### config.mk
export PLATFORM = sky130hd
export DESIGN_NAME = credit_rate_limiter
export DESIGN_NICKNAME = d
export VERILOG_FILES = /design/src/rtl/credit_rate_limiter.sv
export SDC_FILE = /design/constraint.sdc
export NUM_CORES = 1
export LEC_CHECK = 0
export ABC_AREA = 0
export BUFFER_PORTS_ARGS = -buffer_cell sky130_fd_sc_hd__clkbuf_2
export CAP_MARGIN = 20
export CORE_UTILIZATION = 43
export DETAILED_ROUTE_END_ITERATION = 8
export PLACE_DENSITY = 0.74
export SYNTH_ARGS = -nofsm -noshare
export SYNTH_HDL_FRONTEND = slang
export SYNTH_SLANG_ARGS = --single-unit
### constraint.sdc
create_clock -name clk -period 2.85 [get_ports clk]
set_clock_uncertainty 0.2 [all_clocks]
set_input_delay 0.285 -clock clk [delete_from_list [all_inputs] [get_ports clk]]
set_output_delay 0.285 -clock clk [all_outputs]
set_load 0.03 [all_outputs]
### src/rtl/credit_rate_limiter.sv
`default_nettype none
// ============================================================================
// Module      : credit_rate_limiter
// Description : Credit-gated valid/ready stage. Each tick earns one credit
//               (up to cap); each accepted beat spends one. Registered output.
//               Optional macro CREDIT_RATE_LIMITER_STATS_EN adds clr/drp stats.
// Revision    : 1.0 - initial release
// ============================================================================
module credit_rate_limiter #(
  parameter int WIDTH = 4,
  parameter int DW    = 8
) (
  input  logic             clk,
  input  logic             rst,
  input  logic             tck,
  input  logic [WIDTH-1:0] cap,
  input  logic             s_vld,
  output logic             s_rdy,
  input  logic [DW-1:0]    s_dat,
  output logic             m_vld,
  input  logic             m_rdy,
  output logic [DW-1:0]    m_dat,
  output logic [WIDTH-1:0] crd,
  output logic             ovf
`ifdef CREDIT_RATE_LIMITER_STATS_EN
  ,
  input  logic             clr,
  output logic [WIDTH-1:0] drp
`endif
);

  localparam logic [WIDTH-1:0] c_one = {{(WIDTH-1){1'b0}}, 1'b1};

  logic [WIDTH-1:0] crd_q, crd_d;
  logic             m_vld_q, m_vld_d;
  logic [DW-1:0]    m_dat_q, m_dat_d;
  logic             ovf_q, ovf_d;
  logic             accept;
  logic             drain;

  always_comb begin
    // Only registered credit is spendable; a same-cycle tick cannot be used.
    s_rdy  = (crd_q != '0) && (!m_vld_q || m_rdy);
    accept = s_vld && s_rdy;
    drain  = m_vld_q && m_rdy;

    m_vld_d = m_vld_q;
    m_dat_d = m_dat_q;
    if (accept) begin
      m_vld_d = 1'b1;
      m_dat_d = s_dat;
    end else if (drain) begin
      m_vld_d = 1'b0;
    end

    crd_d = crd_q;
    ovf_d = 1'b0;
    if (crd_q > cap) begin
      // A lowered ceiling wins over this cycle's earn/spend.
      crd_d = cap;
      ovf_d = tck;
    end else if (tck && !accept) begin
      if (crd_q < cap) begin
        crd_d = crd_q + c_one;
      end else begin
        ovf_d = 1'b1;
      end
    end else if (!tck && accept) begin
      crd_d = crd_q - c_one;
    end
  end

  always_ff @(posedge clk or negedge rst) begin
    if (!rst) begin
      crd_q   <= '0;
      m_vld_q <= 1'b0;
      m_dat_q <= '0;
      ovf_q   <= 1'b0;
    end else begin
      crd_q   <= crd_d;
      m_vld_q <= m_vld_d;
      m_dat_q <= m_dat_d;
      ovf_q   <= ovf_d;
    end
  end

  assign crd   = crd_q;
  assign m_vld = m_vld_q;
  assign m_dat = m_dat_q;
  assign ovf   = ovf_q;

`ifdef CREDIT_RATE_LIMITER_STATS_EN
  localparam logic [WIDTH-1:0] c_max = {WIDTH{1'b1}};

  logic [WIDTH-1:0] drp_q, drp_d;
  logic             stall;
  logic [WIDTH:0]   drp_sum;

  always_comb begin
    stall   = s_vld && (crd_q == '0);
    // A discarded tick and a stall in the same cycle count as two events.
    drp_sum = {1'b0, drp_q} + {{WIDTH{1'b0}}, ovf_d} + {{WIDTH{1'b0}}, stall};
    if (clr) begin
      drp_d = '0;
    end else if (drp_sum > {1'b0, c_max}) begin
      drp_d = c_max;
    end else begin
      drp_d = drp_sum[WIDTH-1:0];
    end
  end

  always_ff @(posedge clk or negedge rst) begin
    if (!rst) begin
      drp_q <= '0;
    end else begin
      drp_q <= drp_d;
    end
  end

  assign drp = drp_q;
`endif

endmodule
`default_nettype wire
==> impl_summary.log <==
[metrics] result of the run: finished clean
[metrics] Mapped Nets: 93
[metrics] DP Wirelength: 1450 um
[metrics] Crit Path Class: reg2reg
[metrics] Tightest Pin Transition: 0.438 ns
[metrics] Critical Path Source Type: flop
[metrics] Placement Rows: 15
[metrics] final clock period utilization by the worst path: 96.6%
[metrics] worst hold slack after final layout: 0.0109 ns
[metrics] Vias per Instance: 4.97
[metrics] worst reg-to-reg path cell count: 9
[metrics] residual DRC count: 0
[metrics] power density cells: 1070 mW/mm^2
[metrics] highest-count cells in the layout ignoring fill and taps: 31 x sky130_fd_sc_hd__clkbuf_2, 12 x sky130_fd_sc_hd__dfrtp_1, 10 x sky130_fd_sc_hd__mux2_2
[metrics] filler cell count in the final layout: 157
[metrics] Seq/Total Area, Yosys: 41.4%
[metrics] via total after detailed routing: 671
[metrics] number of failing setup endpoints in the final timing report: 0
[metrics] register bit total from synthesis: 14
[metrics] iteration-0 DRC count of the detailed router: 6
[metrics] final setup TNS: 0 ns
[metrics] Ant. Diodes: 0
[metrics] maximum clock insertion buffer count: 2
[metrics] maximum number of pins on one net before global-route repair: 15
[metrics] clock buffers created by TritonCTS: 3
[metrics] overall die width: 46.4 um
[metrics] area occupied by registers: 353 sq um
[metrics] antenna violations before repair: 0
[metrics] root cell of the clock tree: sky130_fd_sc_hd__clkbuf_4
[metrics] layout cells sized above 1: 56.4%
[metrics] R2R Path End: crd[3]
[metrics] Synth Instances: 69
[metrics] area inside the core boundary: 0.00178 sq mm
[metrics] critical path capture point type: flop
[metrics] HP Class: in2reg
[metrics] wire length of the first global-routing pass: 2820 um
[metrics] unrepaired setup endpoints after global routing: false
[metrics] area enclosed by the die boundary: 0.00215 sq mm
[metrics] maximum vdd drop: 0.519 mV
[metrics] maximum level of the CTS H-tree: 1
[metrics] via count of the first global-routing pass: 644
[metrics] flop2flop setup slack: 0.1 ns
[metrics] clock latency of the later-clocked register in the worst-skew pair: 0.27 ns
[metrics] total clock sinks: 14
[metrics] clock tree from TritonCTS: done
[metrics] detailed-routing iteration count for the pre-antenna-repair pass: 4
[metrics] highest fanout seen on the critical path: 3
[metrics] Slew headroom: 70.8%
[metrics] crit path DAT: 2.72 ns
[metrics] Final Util: 62.7%
[metrics] I/O pin cnt: 32
[metrics] remaining antenna violation count: 0
[metrics] total power: 1.20 mW
[metrics] footprint of the multi-input gates: 469 sq um
[metrics] Post-CTS Resized: 0
[metrics] count of pins over their slew limit: 0
[metrics] Total Routing Usage GR: 19.2%
[metrics] Distinct cells, synth: 28
[metrics] Achievable Freq: 0.363 GHz
[metrics] Yosys Warn Count: 0
[metrics] Max Cap Viol: 0
[metrics] routability congestion estimate: 0.834
[metrics] Synth Cell Area: 846 sq um
[metrics] Critical path origin: crd[1]
[metrics] Hold Fails Final Rpt: 0
[metrics] detailed-route wire length: 1790 um
[metrics] overall overflow remaining after global route: 0
[metrics] height of the chip: 46.4 um
[metrics] effective utilization at floorplan: 47.4%
[metrics] clock period minus final worst setup slack: 2.75 ns
[metrics] count of nets after finishing: 135
[metrics] leakage power total: 0.557 nW
[metrics] layout overhead on the synthesized area: 32.2%
[metrics] end point of the critical path: crd[3]
[metrics] clock-pin slew on the worst setup and hold paths: 0.08 ns
[metrics] detailed-route wire length per cell: 13.3 um
[metrics] Synth Area per Inst: 12.3 sq um
[metrics] number of buffer cells added on primary ports: 31
[metrics] most common cell after layout, fill and taps aside: sky130_fd_sc_hd__clkbuf_2
[metrics] data required time of the worst path: 2.82 ns
[metrics] launch point of the worst reg-to-reg path: crd[1]
## final cells by class
class / count / area share, %
flip-flops and latches: 14 / 31.5
inverters: 7 / 2.35
repair buffers: 37 / 18.1
clock buffers: 4 / 3.24
well taps: 25 / 2.80
multi-input cells: 48 / 41.9
## repair_timing
item	CTS	global route
setup buffers	0	1
hold endpoints to repair	14	0
endpoints found under the setup margin	0	1
hold buffers	1	0
## through the flow
step / setup WS [ns] / std cells / area, sq um
after global placement: 0.155 / 129 / 1060
final: 0.0975 / 135 / 1120
after detailed placement: 0.0791 / 129 / 1060
after CTS: 0.0713 / 134 / 1110
after global routing: 0.00423 / 135 / 1120
after floorplan: 0.00245 / 69 / 848
## worst min-delay path by stage
stage	start	slack, ns	to	cells after the start
global placement	rst	0.004	m_dat[7]	1
floorplan	rst	-0.21	crd[0]	0
global route	tck	0.006	ovf	3
detailed placement	rst	0.01	m_dat[2]	1
CTS	tck	0.006	ovf	3
finish	tck	0.01	ovf	3
## synth_stat cells
library cell,count,share of area (%)
sky130_fd_sc_hd__a211o_1,1,1.0
sky130_fd_sc_hd__a211oi_1,1,0.89
sky130_fd_sc_hd__a21o_2,1,1.0
sky130_fd_sc_hd__a21oi_1,3,1.8
sky130_fd_sc_hd__a31oi_1,1,0.74
sky130_fd_sc_hd__a31oi_4,2,5.0
sky130_fd_sc_hd__and2_2,1,0.89
sky130_fd_sc_hd__and4_1,1,1.0
sky130_fd_sc_hd__and4_2,1,1.2
sky130_fd_sc_hd__dfrtp_1,14,41
sky130_fd_sc_hd__fa_1,1,2.4
sky130_fd_sc_hd__ha_1,6,8.9
sky130_fd_sc_hd__inv_1,7,3.1
sky130_fd_sc_hd__mux2_1,1,1.3
sky130_fd_sc_hd__mux2_2,10,13
sky130_fd_sc_hd__mux2i_1,1,1.2
sky130_fd_sc_hd__nand2_1,3,1.3
sky130_fd_sc_hd__nand2_2,1,0.74
sky130_fd_sc_hd__nand2b_2,1,1.0
sky130_fd_sc_hd__nor2b_1,3,2.2
sky130_fd_sc_hd__nor3_1,1,0.59
sky130_fd_sc_hd__o211ai_2,1,1.5
sky130_fd_sc_hd__o21bai_1,1,0.89
sky130_fd_sc_hd__o22a_1,1,1.0
sky130_fd_sc_hd__o31a_1,1,1.0
sky130_fd_sc_hd__or2b_2,1,1.0
sky130_fd_sc_hd__or4_4,1,1.3
sky130_fd_sc_hd__xnor2_1,2,2.1
## cell families (layout without fill, tap and decap cells)
family | count (synthesis) | in the layout | synth area share (%)
DFF | 14 | 14 | 41.4
adders and majority gates | 7 | 7 | 11.2
AOI/OAI and AO/OA | 13 | 13 | 14.9
muxes | 12 | 12 | 15.8
buffers and inverters | 7 | 48 | 3.11
and+or+nand+nor | 14 | 14 | 11.4
xor gates and xnor gates | 2 | 2 | 2.07
## critical path: stages (launching register included)
cell	delay [ns]
sky130_fd_sc_hd__dfrtp_2	0.42
sky130_fd_sc_hd__or4_4	0.56
sky130_fd_sc_hd__a31oi_4	0.18
sky130_fd_sc_hd__inv_1	0.10
sky130_fd_sc_hd__ha_1	0.28
sky130_fd_sc_hd__a21o_2	0.21
sky130_fd_sc_hd__a21oi_1	0.16
sky130_fd_sc_hd__xnor2_1	0.10
sky130_fd_sc_hd__o31a_1	0.24
sky130_fd_sc_hd__o22a_1	0.20
## per-layer routing
layer	global-route usage, %	wire (um)
met1	22.6	777
met2	31.1	901
met4	8.24	42
met3	7.06	72
met5	0	0
## power by group
part,leakage (nW),switching [mW],internal [mW]
registers,0.162,0.0464,0.271
clock network,0.0210,0.0624,0.0777
logic,0.374,0.417,0.326
## sequential cells by signal, summed over array words and instances, names as in the netlist
signal	flops
crd	4
m_vld	1
ovf	1
m_dat	8
No activity file was read; power rests on OpenSTA's default activity.
